$ cat src/rtl/bcd_converter.sv
// AHB-Lite slave: binary operand in, packed BCD out.
// Iterative double-dabble engine, one shift per clock.
module bcd_converter #(
    parameter int BIN_WIDTH = 16,
    parameter int DIGITS    = 5
) (
    input  logic        HCLK,
    input  logic        HRESET,
    input  logic [31:0] HADDR,
    input  logic [31:0] HWDATA,
    input  logic        HWRITE,
    input  logic        HREADY,
    input  logic        HSEL,
    input  logic [2:0]  HSIZE,
    input  logic [1:0]  HTRANS,
    output logic [31:0] HRDATA,
    output logic        HREADYOUT
);

    localparam int BCD_W = DIGITS * 4;
    localparam int SW    = BCD_W + BIN_WIDTH;
    localparam int CW    = $clog2(BIN_WIDTH + 1);

    localparam logic [0:0] S_IDLE = 1'b0;
    localparam logic [0:0] S_CONV = 1'b1;

    localparam logic [1:0] A_DATA   = 2'd0;
    localparam logic [1:0] A_RESULT = 2'd1;
    localparam logic [1:0] A_STATUS = 2'd2;

    logic [0:0]           r_state;
    logic [BIN_WIDTH-1:0] r_operand;
    logic [BCD_W-1:0]     r_result;
    logic [SW-1:0]        r_shift;
    logic [CW-1:0]        r_count;
    logic                 r_done;
    logic                 r_overrun;

    logic                 r_dp_valid;
    logic                 r_dp_write;
    logic [1:0]           r_dp_addr;

    logic                 w_accept;
    logic                 w_wr_data;
    logic                 w_wr_status;
    logic                 w_rd;
    logic                 w_busy;
    logic                 w_last;
    logic [SW-1:0]        w_adj;
    logic [SW-1:0]        w_next;
    logic                 w_unused;

    assign HREADYOUT = 1'b1;

    assign w_accept    = HSEL & HREADY & (HTRANS != 2'b00);
    assign w_wr_data   = r_dp_valid & r_dp_write & (r_dp_addr == A_DATA);
    assign w_wr_status = r_dp_valid & r_dp_write & (r_dp_addr == A_STATUS);
    assign w_rd        = r_dp_valid & ~r_dp_write;

    assign w_busy = (r_state == S_CONV);
    assign w_last = (r_count == CW'(BIN_WIDTH - 1));

    assign w_unused = ^{HSIZE, HADDR[31:4], HADDR[1:0],
                        HWDATA[31:BIN_WIDTH]};

    // Address phase capture; flags drop whenever no transfer is accepted
    always_ff @(posedge HCLK or posedge HRESET) begin
        if (HRESET) begin
            r_dp_valid <= 1'b0;
            r_dp_write <= 1'b0;
            r_dp_addr  <= 2'b00;
        end else begin
            r_dp_valid <= w_accept;
            r_dp_write <= w_accept & HWRITE;
            r_dp_addr  <= w_accept ? HADDR[3:2] : 2'b00;
        end
    end

    // Nibble-wise +3 on every BCD digit >= 5, no carry between digits
    always_comb begin
        w_adj = r_shift;
        for (int i = 0; i < DIGITS; i++) begin
            if (r_shift[BIN_WIDTH + 4*i +: 4] >= 4'd5) begin
                w_adj[BIN_WIDTH + 4*i +: 4] =
                    r_shift[BIN_WIDTH + 4*i +: 4] + 4'd3;
            end
        end
        w_next = {w_adj[SW-2:0], 1'b0};
    end

    always_ff @(posedge HCLK or posedge HRESET) begin
        if (HRESET) begin
            r_state   <= S_IDLE;
            r_operand <= '0;
            r_result  <= '0;
            r_shift   <= '0;
            r_count   <= '0;
        end else begin
            unique case (r_state)
                S_IDLE: begin
                    if (w_wr_data) begin
                        r_operand <= HWDATA[BIN_WIDTH-1:0];
                        r_shift   <= {{BCD_W{1'b0}}, HWDATA[BIN_WIDTH-1:0]};
                        r_count   <= '0;
                        r_state   <= S_CONV;
                    end
                end
                S_CONV: begin
                    r_shift <= w_next;
                    r_count <= r_count + CW'(1);
                    if (w_last) begin
                        r_result <= w_next[SW-1 -: BCD_W];
                        r_state  <= S_IDLE;
                    end
                end
                default: r_state <= S_IDLE;
            endcase
        end
    end

    // Completion set is last so it beats a same-edge STATUS clear
    always_ff @(posedge HCLK or posedge HRESET) begin
        if (HRESET) begin
            r_done    <= 1'b0;
            r_overrun <= 1'b0;
        end else begin
            if (w_wr_status) begin
                r_done    <= 1'b0;
                r_overrun <= 1'b0;
            end
            if (w_wr_data && !w_busy) begin
                r_done <= 1'b0;
            end
            if (w_wr_data && w_busy) begin
                r_overrun <= 1'b1;
            end
            if (w_busy && w_last) begin
                r_done <= 1'b1;
            end
        end
    end

    always_comb begin
        HRDATA = 32'h0;
        if (w_rd) begin
            case (r_dp_addr)
                A_DATA:   HRDATA = 32'(r_operand);
                A_RESULT: HRDATA = 32'(r_result);
                A_STATUS: HRDATA = {29'h0, r_overrun, r_done, w_busy};
                default:  HRDATA = 32'h0;
            endcase
        end
    end

endmodule
$ cat config.mk
export PLATFORM = sky130hd
export DESIGN_NAME = bcd_converter
export DESIGN_NICKNAME = d
export VERILOG_FILES = /design/src/rtl/bcd_converter.sv
export SDC_FILE = /design/constraint.sdc
export NUM_CORES = 1
export LEC_CHECK = 0
export CAP_MARGIN = 10
export CORE_MARGIN = 5
export CORE_UTILIZATION = 55
export CTS_BUF_LIST = sky130_fd_sc_hd__clkbuf_2 sky130_fd_sc_hd__clkbuf_4 sky130_fd_sc_hd__clkbuf_8
export DETAILED_ROUTE_END_ITERATION = 16
export PLACE_DENSITY_LB_ADDON = 0.25
export SYNTH_ARGS = -nofsm -noshare
export SYNTH_HDL_FRONTEND = slang
export SYNTH_SLANG_ARGS = --single-unit
$ cat constraint.sdc
create_clock -name HCLK -period 7.25 [get_ports HCLK]
set_input_delay 1.45 -clock HCLK [delete_from_list [all_inputs] [get_ports HCLK]]
set_output_delay 1.45 -clock HCLK [all_outputs]
set_load 0.01 [all_outputs]
# After elaboration in Yosys (flattened, before gate mapping)
# Cells that the tools add are included.
# totals
ff_bits,84
output_inout_bits,33
wordCells,63
# classes
n_addsub,6
magnitude_cmp,5
n_eq_ne,4
muxes,19
n_bitwise,9
n_reduce_logical,10
# op_table
operator,count
one-hot mux 36 bit (2 select lines),1
one-hot mux 20 bit (3 select lines),1
2-to-1 mux 36 bit,1
2-to-1 mux 32 bit,1
">= comparator 4 x 3 -> 1 bit, second input constant",5
"adder 4 x 2 -> 4 bit, second input constant",4
2-to-1 mux 4 bit,4
one-hot mux 5 bit (2 select lines),1
bitwise AND 1 bit,7
2-to-1 mux 1 bit,6
"adder 5 x 1 -> 5 bit, second input constant",1
"== test 5 x 4 -> 1 bit, second input constant",1
2-to-1 mux 5 bit,1
AND reduction 2 bit,2
nonzero test 2 bit,2
"adder 3 x 2 -> 3 bit, second input constant",1
logical AND 1 bit,3
2-to-1 mux 3 bit,1
nonzero test 3 bit,1
"== test 2 x 1 -> 1 bit, second input constant",1
"== test 2 bit, second input constant",1
logical NOT 2 bit,1
2-to-1 mux 2 bit,1
"inequality test 2 bit, second input constant",1
3 further kinds,4

# Depth between registers and ports, before layout
# depth
word_depth,5
depth_mapped,7

# Worst setup path before layout
# No wires, ideal clock.
# synth_path
path_type,register to output
startpoint,reg r_dp_write
endpoint,out HRDATA[10]
t_arrival_ps,1181
required_ps,5800
slack_ps,4619
path_stages_with_launch,5
path_buffers,1
cell_sequence,dfrtp_1 -> nand2b_1 -> nand2b_1 -> buf_1 -> nor2_1
# synth_via
elab_chain_len,3
# synth_lines
item,line,rtl
start: declaration,40,logic r_dp_write;
start signal: assignment,74,r_dp_write <= w_accept & HWRITE;
NOT 1 bit,58,assign w_rd = r_dp_valid & ~r_dp_write;
bitwise AND 1 bit,58,
2-to-1 mux 32 bit,145,if (w_rd) begin
end: declaration,16,"output logic [31:0] HRDATA,"
# Every way passes these cells.

# Worst setup path after layout
# layout_path
startpoint,reg r_dp_addr[0]
endpoint,out HRDATA[2]
# layout_via
elab_chain_len,3
elab_cells_between_ends,5
classes_between,2 x eq/ne; 2 x mux; 1 x reduce/logical
# layout_lines
item,line,rtl
start: declaration,41,logic [1:0] r_dp_addr;
start signal: assignment,75,r_dp_addr <= w_accept ? HADDR[3:2] : 2'b00;
"== test 2 bit, or another cell as far along",146,case (r_dp_addr)
one-hot mux 20 bit (3 select lines) *,146,
2-to-1 mux 32 bit *,145,
# Every way passes the cells marked *; elsewhere a longest branch is shown, timed or not.

==> results.cfg <==
[timing]
period_share = 0.542
max_slew.worst_pin.slew_ns = 1.12
tns_ns = 0
slew_headroom = 0.252
layout_setup_ws_ns = 3.32
max_freq_mhz = 254
min_period_ns = 3.93
final_max_slew_viol_count = 0
hold_viol_final = 0
rsz0062_at_grt = no
fin_worst_skew_ns = 0.00779
setup_viol = 0

[floorplanning]
core-area_um2 = 7610
die_height_um = 97.7
die_w_um = 97.7
die_area_um2 = 9550
pin_count = 107
rows = 32
start_util = 0.556

[worst_setup_path]
crit_chain = mux2i_1, nor2_1, a21oi_1, nor2_1, clkdlybuf4s50_1
crit_path_top_delay_cell = dfrtp_1
crit_end = HRDATA[2]
critical_path_class = register to output port
r2r_start = r_dp_addr[0]
critPathTopFamily = flip-flops
r2r_slack_ns = 4.83
endpoint_kind = output port
cp.depth = 5
crit_fanout = 23
crit_path_start_kind = register
cp_common_cell = nor2_1
critPathRequiredTime_ns = 5.80
reg2reg_depth = 4
cp_slowest_stage_delay_ns = 1.09
path_buf_inv = 1
critPathArrivalTime_ns = 2.48
crit_path_start = r_dp_addr[0]
r2r_end = r_operand[15]

[yosys]
async_flop_share = 1.00
synth_edf_count = 0
yosys_register_bits = 84
syn_avg_cell_area_um2 = 10.8
synth_top_area_cell = dfrtp_1
synthesis.area_um2 = 4230
ys.flop_type = dfrtp_1
yosysSeqAreaShare = 0.497
synthDistinctLibCells = 38
netlist.area_leader.share = 0.497
synthCells = 393
synth.yosys.warnings = 0
synthTopCellsByArea = dfrtp_1 (50%), mux2i_1 (4.5%), a221o_1 (3.5%)

[placement]
place.gp.congestion = 0.757
dp_slack_ns = 3.74
dp_hpwl_mm = 5.61
place_area_um2 = 4630
portBuffers = 44

[global_route]
antenna_found_initial = 0
grt_usage = 0.180
grt_pass1_wl_mm = 13.9
overflow = 0
grt_max_degree = 85
grt_pass1_vias = 2919

[layout]
multi_input_area_um2 = 1890
drive_gt1_frac = 0.102
antenna_cells = 0
final_util = 0.638
fillers = 650
layout_commonest_cell = dfrtp_1
mostFrequentLayoutCells = dfrtp_1 (84), clkdlybuf4s50_1 (44), nand2_1 (36)
area_growth_pct = 14.7
final-seq-area_um2 = 2100
fin_area_um2 = 4850
fin_nets = 512

[outcome]
status = finished clean

[clocking]
clock_latency_ns = 0.35
clock-root-buffer = clkbuf_8
cts_resized = 0
clkTransAtPathRegs_ns = 0.08
cts_setup_buffers = 0
htreeDepth = 3
cts_buffers = 9
cts_sinks = 84
cts_tree = built
hold_buffers = 0
clockBufferDepth = 2

[route]
drcViolationCount = 0
via_per_inst = 5.53
drtIter0Drc = 84
final_antenna_net_count = 0
dr_total_vias = 2944
wl_per_cell_um = 15.8
drtPass1Iterations = 4
wl_mm = 8.39

[run]
maxCapViolations = 0

[worst_hold_path]
hold_class = register to register

[power]
p_leak_uw = 0.00229
power_uw = 1490
ir_worst_vdd_mv = 0.145
power.density_nw_per_um2 = 308
==> power by group <==
group / switching [uW] / internal, uW / total (uW)
clock network: 165 / 210 / 376
logic: 243 / 206 / 450
registers: 89.7 / 577 / 667
total: 499 / 994 / 1490
==> registers in the layout (all words and copies together), names as in the netlist <==
name	flops
r_state	1
r_shift	36
r_result	20
r_dp_write	1
r_count	5
r_done	1
r_dp_valid	1
r_overrun	1
r_dp_addr	2
r_operand	16
==> synthesized netlist by cell type (2+ instances only) <==
master	number
mux2_1	5
buf_1	2
a21oi_1	20
o21ai_1	3
nand3_1	6
buf_2	9
o22ai_1	3
buf_6	3
and2_1	3
o21ai_0	30
mux2i_1	19
a221o_1	15
conb_1	2
clkbuf_1	6
and3_1	20
nor3_1	5
nand2_1	36
nor3b_1	7
dfrtp_1	84
ha_1	12
nor2_1	23
a22o_1	7
nand2b_1	9
buf_4	14
mux2_2	11
inv_1	12
inv_2	2
mux2_4	10
xnor2_1	6
==> logic make-up after synthesis <==
family                   Yosys count  synth area share
AND/OR/NAND/NOR                  113             0.139
flip-flops                        84             0.497
AO/OA/AOI/OAI                     82             0.125
other                              2           0.00177
buffers and inverters             49            0.0665
XOR/XNOR                           6            0.0124
multiplexers                      45             0.123
adder cells (fa/ha/maj)           12            0.0355
==> routing by layer <==
| layer | wire length (um) | part of all wire | track usage | vias to the layer above |
|---|---|---|---|---|
| met4 | 113 | 0.013 | 0.0639 | 0 |
| met1 | 3720 | 0.44 | 0.231 | 1457 |
| met5 | 0 | 0 | 0 | - |
| met3 | 348 | 0.041 | 0.0330 | 9 |
| li1 | - | - | - | 1416 |
| met2 | 4210 | 0.50 | 0.305 | 62 |
==> stage by stage <==
step | std cells | hold WS (ns)
2_1_floorplan | 404 | 0.442
3_3_place_gp | 517 | 0.459
3_5_place_dp | 517 | 0.470
4_1_cts | 532 | 0.488
5_1_grt | 532 | 0.514
6_report | 532 | 0.483
==> worst min-delay path: stages, from the launching register on <==
cell and delay (ns):
dfrtp_1 0.35, nand2_1 0.04, o21ai_0 0.06
==> final cells by class <==
cell class	instances	area share
Sequential cell	84	0.433
Clock inverter	4	0.0150
Clock buffer	11	0.0312
Timing Repair Buffer	46	0.0939
Multi-Input combinational cell	271	0.389
Tap cell	102	0.0263
Inverter	14	0.0111
==> worst min-delay path by stage <==
stage,start,endpoint,slack [ns],depth (start not counted)
final,r_result[19],r_result[19],0.48,2
after global routing,r_result[19],r_result[19],0.51,2
after CTS,r_result[19],r_result[19],0.49,2
after detailed placement,r_result[19],r_result[19],0.47,2
after global placement,r_result[18],r_result[18],0.46,2
after floorplan,r_result[18],r_result[18],0.44,2
(Power assumes the default switching activity.)
